**src/rtl/gin_mc_bus_buffered.sv**
```systemverilog
// Global-input-network multicast bus, buffered generation.
// A tagged source word is written atomically into the FIFO of every target
// whose scan-programmed ID matches the tag. An all-ones tag can be enabled as
// a broadcast. Words that match no target are consumed and counted in a
// saturating drop counter.
// The scan-program control is named program_en because "program" is a
// reserved SystemVerilog keyword and cannot be used as a port name.
module gin_mc_bus_buffered #(
    parameter int BITWIDTH        = 16,
    parameter int TAG_LENGTH      = 4,
    parameter int NUM_CONTROLLERS = 4,
    parameter int FIFO_DEPTH      = 4,
    parameter int BCAST_EN        = 1,
    parameter int CNT_WIDTH       = 8
) (
    input  logic                                clk,
    input  logic                                rst,
    input  logic                                program_en,
    input  logic [TAG_LENGTH-1:0]               scan_tag_in,
    output logic [TAG_LENGTH-1:0]               scan_tag_out,
    input  logic                                src_valid,
    output logic                                src_ready,
    input  logic [TAG_LENGTH-1:0]               src_tag,
    input  logic [BITWIDTH-1:0]                 src_data,
    output logic [NUM_CONTROLLERS-1:0]          tgt_valid,
    input  logic [NUM_CONTROLLERS-1:0]          tgt_ready,
    output logic [BITWIDTH*NUM_CONTROLLERS-1:0] tgt_data,
    output logic                                bus_idle,
    output logic [CNT_WIDTH-1:0]                drop_count
);

    localparam int PTR_W = (FIFO_DEPTH > 1) ? $clog2(FIFO_DEPTH) : 1;
    localparam int OCC_W = $clog2(FIFO_DEPTH + 1);
    localparam logic [OCC_W-1:0]      OCC_FULL  = OCC_W'(FIFO_DEPTH);
    localparam logic [TAG_LENGTH-1:0] BCAST_TAG = '1;

    logic [TAG_LENGTH-1:0] ids    [NUM_CONTROLLERS];
    logic [BITWIDTH-1:0]   mem    [NUM_CONTROLLERS][FIFO_DEPTH];
    logic [PTR_W-1:0]      wr_ptr [NUM_CONTROLLERS];
    logic [PTR_W-1:0]      rd_ptr [NUM_CONTROLLERS];
    logic [OCC_W-1:0]      occ    [NUM_CONTROLLERS];

    logic [NUM_CONTROLLERS-1:0] match;
    logic [NUM_CONTROLLERS-1:0] full;
    logic [NUM_CONTROLLERS-1:0] nonempty;
    logic [NUM_CONTROLLERS-1:0] push;
    logic [NUM_CONTROLLERS-1:0] pop;
    logic                       accept;
    logic                       drop;

    // Tag match, FIFO status and the all-or-none accept decision.
    // NOTE: combinational blocks use blocking '=' with a default for every
    // signal first, so no latch is inferred; clocked blocks use '<=' only.
    always_comb begin
        match    = '0;
        full     = '0;
        nonempty = '0;
        for (int i = 0; i < NUM_CONTROLLERS; i++) begin
            match[i]    = (src_tag == ids[i]) ||
                          ((BCAST_EN != 0) && (src_tag == BCAST_TAG));
            full[i]     = (occ[i] == OCC_FULL);
            nonempty[i] = (occ[i] != '0);
        end
        // Full is judged before this cycle's pops: no push-through on a full FIFO.
        src_ready = !rst && !program_en && ((match & full) == '0);
        accept    = src_valid && src_ready;
        push      = accept ? match : '0;
        pop       = tgt_ready & nonempty;
        drop      = accept && (match == '0);
    end

    // ID scan chain: shifts from ID[0] towards ID[N-1] while programming.
    always_ff @(posedge clk) begin
        if (rst) begin
            for (int i = 0; i < NUM_CONTROLLERS; i++) ids[i] <= '0;
        end else if (program_en) begin
            ids[0] <= scan_tag_in;
            for (int i = 1; i < NUM_CONTROLLERS; i++) ids[i] <= ids[i-1];
        end
    end

    // Per-target FIFO pointers and occupancy; reset discards all contents.
    always_ff @(posedge clk) begin
        if (rst) begin
            for (int i = 0; i < NUM_CONTROLLERS; i++) begin
                wr_ptr[i] <= '0;
                rd_ptr[i] <= '0;
                occ[i]    <= '0;
            end
        end else begin
            for (int i = 0; i < NUM_CONTROLLERS; i++) begin
                if (push[i]) wr_ptr[i] <= wr_ptr[i] + PTR_W'(1);
                if (pop[i])  rd_ptr[i] <= rd_ptr[i] + PTR_W'(1);
                case ({push[i], pop[i]})
                    2'b10:   occ[i] <= occ[i] + OCC_W'(1);
                    2'b01:   occ[i] <= occ[i] - OCC_W'(1);
                    default: occ[i] <= occ[i];
                endcase
            end
        end
    end

    // FIFO storage write port.
    // NOTE: storage is deliberately not reset; emptiness is tracked by the
    // occupancy counters, so stale words are never presented as valid.
    always_ff @(posedge clk) begin
        for (int i = 0; i < NUM_CONTROLLERS; i++) begin
            if (push[i]) mem[i][wr_ptr[i]] <= src_data;
        end
    end

    // Saturating count of accepted words that matched no target.
    always_ff @(posedge clk) begin
        if (rst) begin
            drop_count <= '0;
        end else if (drop && (drop_count != '1)) begin
            drop_count <= drop_count + CNT_WIDTH'(1);
        end
    end

    // Target-side outputs: FIFO heads, valid flags, idle and scan output.
    always_comb begin
        tgt_data  = '0;
        tgt_valid = '0;
        for (int i = 0; i < NUM_CONTROLLERS; i++) begin
            tgt_data[BITWIDTH*i +: BITWIDTH] = mem[i][rd_ptr[i]];
            tgt_valid[i] = nonempty[i] && !rst;
        end
        bus_idle     = rst || (nonempty == '0);
        scan_tag_out = rst ? '0 : ids[NUM_CONTROLLERS-1];
    end

endmodule

```
**config.mk**
```make
export PLATFORM = sky130hd
export DESIGN_NAME = gin_mc_bus_buffered
export DESIGN_NICKNAME = d
export VERILOG_FILES = /design/src/rtl/gin_mc_bus_buffered.sv
export SDC_FILE = /design/constraint.sdc
export NUM_CORES = 1
export LEC_CHECK = 0
export CELL_PAD_IN_SITES_DETAIL_PLACEMENT = 1
export CELL_PAD_IN_SITES_GLOBAL_PLACEMENT = 1
export CORE_ASPECT_RATIO = 0.7
export CORE_UTILIZATION = 40
export DETAILED_ROUTE_END_ITERATION = 6
export PLACE_DENSITY = 0.74
export SKIP_CTS_REPAIR_TIMING = 1
export SYNTH_ARGS = -nofsm -noshare
export SYNTH_HDL_FRONTEND = slang
export SYNTH_SLANG_ARGS = --single-unit
export TNS_END_PERCENT = 30
```
**constraint.sdc**
```tcl
create_clock -name clk -period 4 [get_ports clk]
set_input_delay 0.6 -clock clk [delete_from_list [all_inputs] [get_ports clk]]
set_output_delay 0.6 -clock clk [all_outputs]
set_load 0.1 [all_outputs]
```
==> results of run 1 <==
per-stage QoR:
step / util / power (mW) / instance area, sq um / cells / hold WS [ps]
after floorplan: - / 4.79 / 12700 / 666 / 546
after global placement: 0.457 / 5.12 / 14200 / 1198 / 514
after detailed placement: 0.457 / 5.14 / 14200 / 1198 / 519
after CTS: 0.490 / 8.10 / 15300 / 1253 / 487
after global routing: 0.490 / 8.25 / 15300 / 1253 / 526
final: 0.490 / 8.00 / 15300 / 1255 / 518
registers in the layout, summed over array words and instances (netlist names):
name / cells
occ: 12
rd_ptr: 8
ids: 16
drop_count: 8
wr_ptr: 8
mem: 256
kinds of logic (layout without fill, tap and decap cells):
family	Yosys count	count (layout)
other	0	2
adder cells (fa/ha/maj)	31	31
multiplexers	68	68
AND/OR/NAND/NOR	143	143
XOR/XNOR	23	23
buffers and inverters	58	225
flip-flops	308	308
AO/OA/AOI/OAI	35	35
power by group through the flow:
| stage | clock [mW] | combinational (mW) | sequential [mW] |
|---|---|---|---|
| 5_1_grt | 3.12 | 1.44 | 3.69 |
| 3_3_place_gp | 0 | 1.36 | 3.75 |
| 3_5_place_dp | 0 | 1.38 | 3.76 |
| 2_1_floorplan | 0 | 1.09 | 3.70 |
| 4_1_cts | 3.02 | 1.39 | 3.69 |
| 6_report | 2.94 | 1.38 | 3.68 |
cell usage after synthesis, types with 4 or more instances:
cell type / number / area, sq um
and2_1: 31 / 194
dfxtp_1: 8 / 160
nand3_1: 7 / 35.0
xor2_1: 15 / 131
a21oi_1: 12 / 60.1
nor2b_1: 8 / 50.1
xnor2_1: 4 / 35.0
inv_1: 27 / 101
and3_1: 19 / 119
nand2b_1: 14 / 87.6
nor2_1: 18 / 67.6
or2_1: 4 / 25.0
nor3_1: 25 / 125
ha_1: 28 / 350
clkbuf_1: 18 / 67.6
mux4_2: 64 / 1440
o21bai_1: 4 / 30.0
edfxtp_1: 300 / 9010
buf_2: 5 / 25.0
xor2_2: 4 / 65.1
final timing paths:
check	startpoint	endpoint	slack [ps]	cells past startpoint
worst max-delay path	src_tag[1]	src_ready	510	7
worst min-delay path	rst	drop_count[0]	520	2
worst max register to register	ids[0][13]	occ[2][2]	880	12
worst min register to register	drop_count[2]	drop_count[2]	540	1
worst max-delay path, cell delays in order:
cell and delay [ps]:
clkdlybuf4s50_1 590, nand4_2 320, o41ai_1 150, a222oi_1 470, buf_4 260, nor3b_2 290
buf_12 220
per-layer routing:
| metal | vias to the layer above | global-route usage | share of wire |
|---|---|---|---|
| li1 | 2917 | - | - |
| met1 | 3355 | 0.239 | 0.46 |
| met2 | 132 | 0.270 | 0.46 |
| met3 | 37 | 0.0363 | 0.058 |
| met4 | 0 | 0.0404 | 0.020 |
| met5 | - | 0 | 0 |
final cells by class:
type,instances,area [sq um]
Timing Repair Buffer,142,1170
Inverter,28,105
Fill cell,2919,15900
Tap cell,420,526
Multi-Input combinational cell,300,3250
Sequential cell,308,9170
Clock inverter,19,234
Antenna cell,2,5.00
Clock buffer,36,795
==> metrics.md, run 1 <==
| Metric | Value |
|---|---|
| TritonCTS Buffers | 31 |
| Sw frac | 0.285 |
| CTS tree | done |
| Slew HR | 0.332 |
| WL final | 26.9 mm |
| RSZ-0062 raised after global routing | false |
| Post-synth cell types | 52 |
| Synth Cell Area | 12700 sq um |
| Syn Nets | 729 |
| Worst setup EP type | output pin |
| Lkg Pwr | 5.28 nW |
| Ratio of cells with drive above 1 in the final layout | 0.275 |
| Worst VDD drop | 385 uV |
| YS warnings | 0 |
| Initial antenna violation count | 0 |
| Nets | 874 |
| Largest net degree at the start of global routing | 33 |
| Comb pwr share | 0.172 |
| Async SR Flop Fraction | 0 |
| Max Cap Viol | 0 |
| Sequential area share after synthesis | 0.724 |
| Sequential share of power | 0.460 |
| Worst slew pin tran | 998 ps |
| Post-synth EDFFs | 300 |
| Routed WL per cell | 21.4 um |
| HPWL after DPL | 18.2 mm |
| Fin crit share | 0.874 |
| Core area | 31100 sq um |
| H-tree depth | 1 |
| DRC | 0 |
| Worst min path class | in2reg |
| Clk pwr share | 0.368 |
| Post-synthesis adder-cell area fraction | 0.0324 |
| Synth Instances | 666 |
| Cell Pwr Density | 525 nW/um^2 |
| Most common flop cell mapped by yosys | edfxtp_1 |
| Avg Cell Area, Syn | 19.0 sq um |
| Worst-path clk slew | 60 ps |
| Endpoints failing setup | 0 |
| Post-synthesis simple-gate area fraction | 0.0661 |
| GRT Residual Overflow | 0 |
| Routed Antenna Nets | 0 |
| First-pass GRT wire length | 41.5 mm |
| Final worst slack | 506 ps |
| Int Power | 5.72 mW |
| Setup crit start kind | input pin |
| Clk buf depth | 3 |
| Largest family of logic cells by synthesized area | multiplexers |
| Setup TNS | 0 ps |
| Via count | 6441 |
| Synth Area in XOR/XNOR | 0.0183 |
| Vias in the first global route | 7003 |
| I/O Buffers | 113 |
| Fmax | 0.286 GHz |
| P_sw | 2.28 mW |
| CTS root buffer | clkbuf_16 |
| Commonest non-fill, non-tap cell in the layout | edfxtp_1 |
| Critical Path RT | 3400 ps |
| Layout Area Growth over Synthesis | 20.4% |
| DR iter-0 viols | 444 |
| Synth Area in Compound Gates | 0.0225 |
| Initial Util | 0.407 |
| Worst clock skew | 12.2 ps |
| Final hold violation count | 0 |
| Synthesized flop and latch total | 308 |
| Slew Limit Fails | 0 |
| CTS sink count | 308 |
| DIE AREA | 32400 sq um |
| Via-to-Cell Ratio | 5.13 |
| Skew-Pair Late Insertion Delay | 550 ps |
| GR Util All Layers | 0.169 |
| Num rows | 54 |
| Mux share of post-synthesis cell area | 0.117 |
| Status | finished, final reports clean |
| Io pins | 114 |
| Pre-Repair DR Iteration Count | 5 |
| GPL Wtd Cong | 0.775 |
| Crit-path max FO | 15 |
| Crit path DAT | 2890 ps |
| Commonest cells after routing, fill and taps aside | edfxtp_1, buf_4, mux4_2 |
| Setup WS pre-CTS | 28.5 ps |
| Setup CP Type | in2out |
| Die W | 215 um |
| Final Critical Period | 3490 ps |
| Die span in y | 151 um |
Note: power is estimated with default switching activity, not from simulation.
==> run 2, diff against run 1 <==
RECOVER_POWER = 25   (was unset)
==> metrics.md, run 2 (synthesis results as in run 1) <==
| Metric | Value |
|---|---|
| Status | finished, final reports clean (unchanged) |
| Worst slew pin tran | 998 ps (unchanged) |
| Commonest cells after routing, fill and taps aside | edfxtp_1, buf_4, mux4_2 (unchanged) |
| Endpoints failing setup | 0 (unchanged) |
| Lkg Pwr | 5.28 nW (about the same) |
| Max Cap Viol | 0 (unchanged) |
| Worst R2R Setup Slack | 880 ps (about the same) |
| Initial Util | 0.407 (unchanged) |
| Final Critical Period | 3490 ps (unchanged) |
| Worst setup EP type | output pin (unchanged) |
| Via-to-Cell Ratio | 5.13 (about the same) |
| Critical Path RT | 3400 ps (about the same) |
| Worst r2r src | ids[0][13] (unchanged) |
| Worst R2R End | occ[2][2] (unchanged) |
| DIE AREA | 32400 sq um (unchanged) |
| Initial antenna violation count | 0 (unchanged) |
| Largest net degree at the start of global routing | 33 (unchanged) |
| Int Power | 5.72 mW (about the same) |
| Via count | 6442 (was 6441) |
| Worst setup path startpoint | src_tag[1] (unchanged) |
| Cell Pwr Density | 524 nW/um^2 (was 525 nW/um^2) |
| Routed WL per cell | 21.4 um (about the same) |
| DRC | 0 (unchanged) |
| Slew HR | 0.332 (unchanged) |
| Slew Limit Fails | 0 (unchanged) |
| Worst-path clk slew | 60 ps (about the same) |
| Ratio of cells with drive above 1 in the final layout | 0.275 (unchanged) |
| Final worst slack | 506 ps (unchanged) |
| Sw frac | 0.285 (about the same) |
| Multi-input logic area | 3250 sq um (unchanged) |
| CTS sink count | 308 (unchanged) |
| Die span in y | 151 um (unchanged) |
| Num rows | 54 (unchanged) |
| Minimum hold slack | 518 ps (unchanged) |
| Fmax | 0.286 GHz (unchanged) |
| Crit-path max FO | 15 (unchanged) |
| Io pins | 114 (unchanged) |
| Max FFs per register | 256 (unchanged) |
| Final hold violation count | 0 (unchanged) |
| I/O Buffers | 113 (unchanged) |
| GPL Wtd Cong | 0.775 (unchanged) |
| Crit path DAT | 2890 ps (about the same) |
| Setup crit start kind | input pin (unchanged) |
| WL final | 26.9 mm (about the same) |
| H-tree depth | 1 (unchanged) |
| Clk buf depth | 3 (unchanged) |
| Comb pwr share | 0.172 (about the same) |
| Worst VDD drop | 385 uV (about the same) |
| DR iter-0 viols | 444 (unchanged) |
| Worst clock skew | 12.2 ps (unchanged) |
| Commonest non-fill, non-tap cell in the layout | edfxtp_1 (unchanged) |
| Core area | 31100 sq um (unchanged) |
| Nets | 874 (unchanged) |
| CP endpoint | src_ready (unchanged) |
| Skew-Pair Late Insertion Delay | 550 ps (about the same) |
| GRT Residual Overflow | 0 (unchanged) |
| Seq. cell area | 9170 sq um (unchanged) |
| TritonCTS Buffers | 31 (unchanged) |
| Vias in the first global route | 7003 (unchanged) |
| RSZ-0062 raised after global routing | false (unchanged) |
| Fin util | 0.490 (unchanged) |
| Routed Antenna Nets | 0 (unchanged) |
| First-pass GRT wire length | 41.5 mm (unchanged) |
| Setup TNS | 0 ps (unchanged) |
| GR Util All Layers | 0.169 (unchanged) |
| Setup WS pre-CTS | 28.5 ps (unchanged) |
| Clk pwr share | 0.368 (about the same) |
| Setup CP Type | in2out (unchanged) |
| Layout Area Growth over Synthesis | 20.4% (unchanged) |
| CTS tree | done (unchanged) |
| Sequential share of power | 0.460 (about the same) |
| CTS root buffer | clkbuf_16 (unchanged) |
| Pre-Repair DR Iteration Count | 5 (unchanged) |
| P_sw | 2.28 mW (about the same) |
| HPWL after DPL | 18.2 mm (unchanged) |
| Filler instances | 2919 (unchanged) |
| Fin crit share | 0.874 (unchanged) |
| R2R cell count | 12 (unchanged) |
| Worst min path class | in2reg (unchanged) |
| Die W | 215 um (unchanged) |
[run 2: changes by cell type in the layout (fill, tap and decap cells not counted), sizes merged]
cell and delta:
clkdlybuf4s50 -11, dlygate4sd3 +11
[run 2: worst min path at each step]
stage | slack (ps) | startpoint | cells past startpoint | to
final | 520 | rst | 2 | drop_count[0]
after global routing | 530 | rst | 2 | drop_count[5]
after CTS | 490 | rst | 2 | drop_count[5]
after detailed placement | 520 | drop_count[4] | 1 | drop_count[4]
after global placement | 510 | drop_count[4] | 1 | drop_count[4]
after floorplan | 550 | ids[0][6] | 1 | ids[0][10]
[run 2: power groups by stage]
| stage | combinational, mW | clock [mW] | sequential [mW] |
|---|---|---|---|
| global placement | 1.36 | 0 | 3.75 |
| floorplan | 1.09 | 0 | 3.70 |
| global route | 1.44 | 3.12 | 3.69 |
| detailed placement | 1.38 | 0 | 3.76 |
| CTS | 1.39 | 3.02 | 3.69 |
| finish | 1.37 | 2.94 | 3.68 |
[run 2: per-layer routing]
metal  global-route usage  wire length [um]
met1                0.239             12300
met2                0.270             12500
met3               0.0363              1570
met4               0.0404               548
met5                    0                 0
[run 2: per-stage QoR]
stage,power [mW],std cells,cell area (sq um)
2_1_floorplan,4.79,666,12700
3_3_place_gp,5.12,1198,14200
3_5_place_dp,5.14,1198,14200
4_1_cts,8.10,1253,15300
5_1_grt,8.25,1253,15300
6_report,8.00,1255,15300
[run 2: layout make-up]
| class | instances | area share |
|---|---|---|
| well taps | 420 | 0.0344 |
| diodes | 2 | 0.000328 |
| clock inverters | 19 | 0.0153 |
| clock buffers | 36 | 0.0521 |
| multi-input cells | 300 | 0.213 |
| repair buffers | 142 | 0.0768 |
| inverters | 28 | 0.00689 |
| flip-flops and latches | 308 | 0.601 |
[run 2: critical path: stages]
cell	delay, ps
clkdlybuf4s50_1	590
nand4_2	320
o41ai_1	150
a222oi_1	470
buf_4	260
nor3b_2	290
buf_12	220
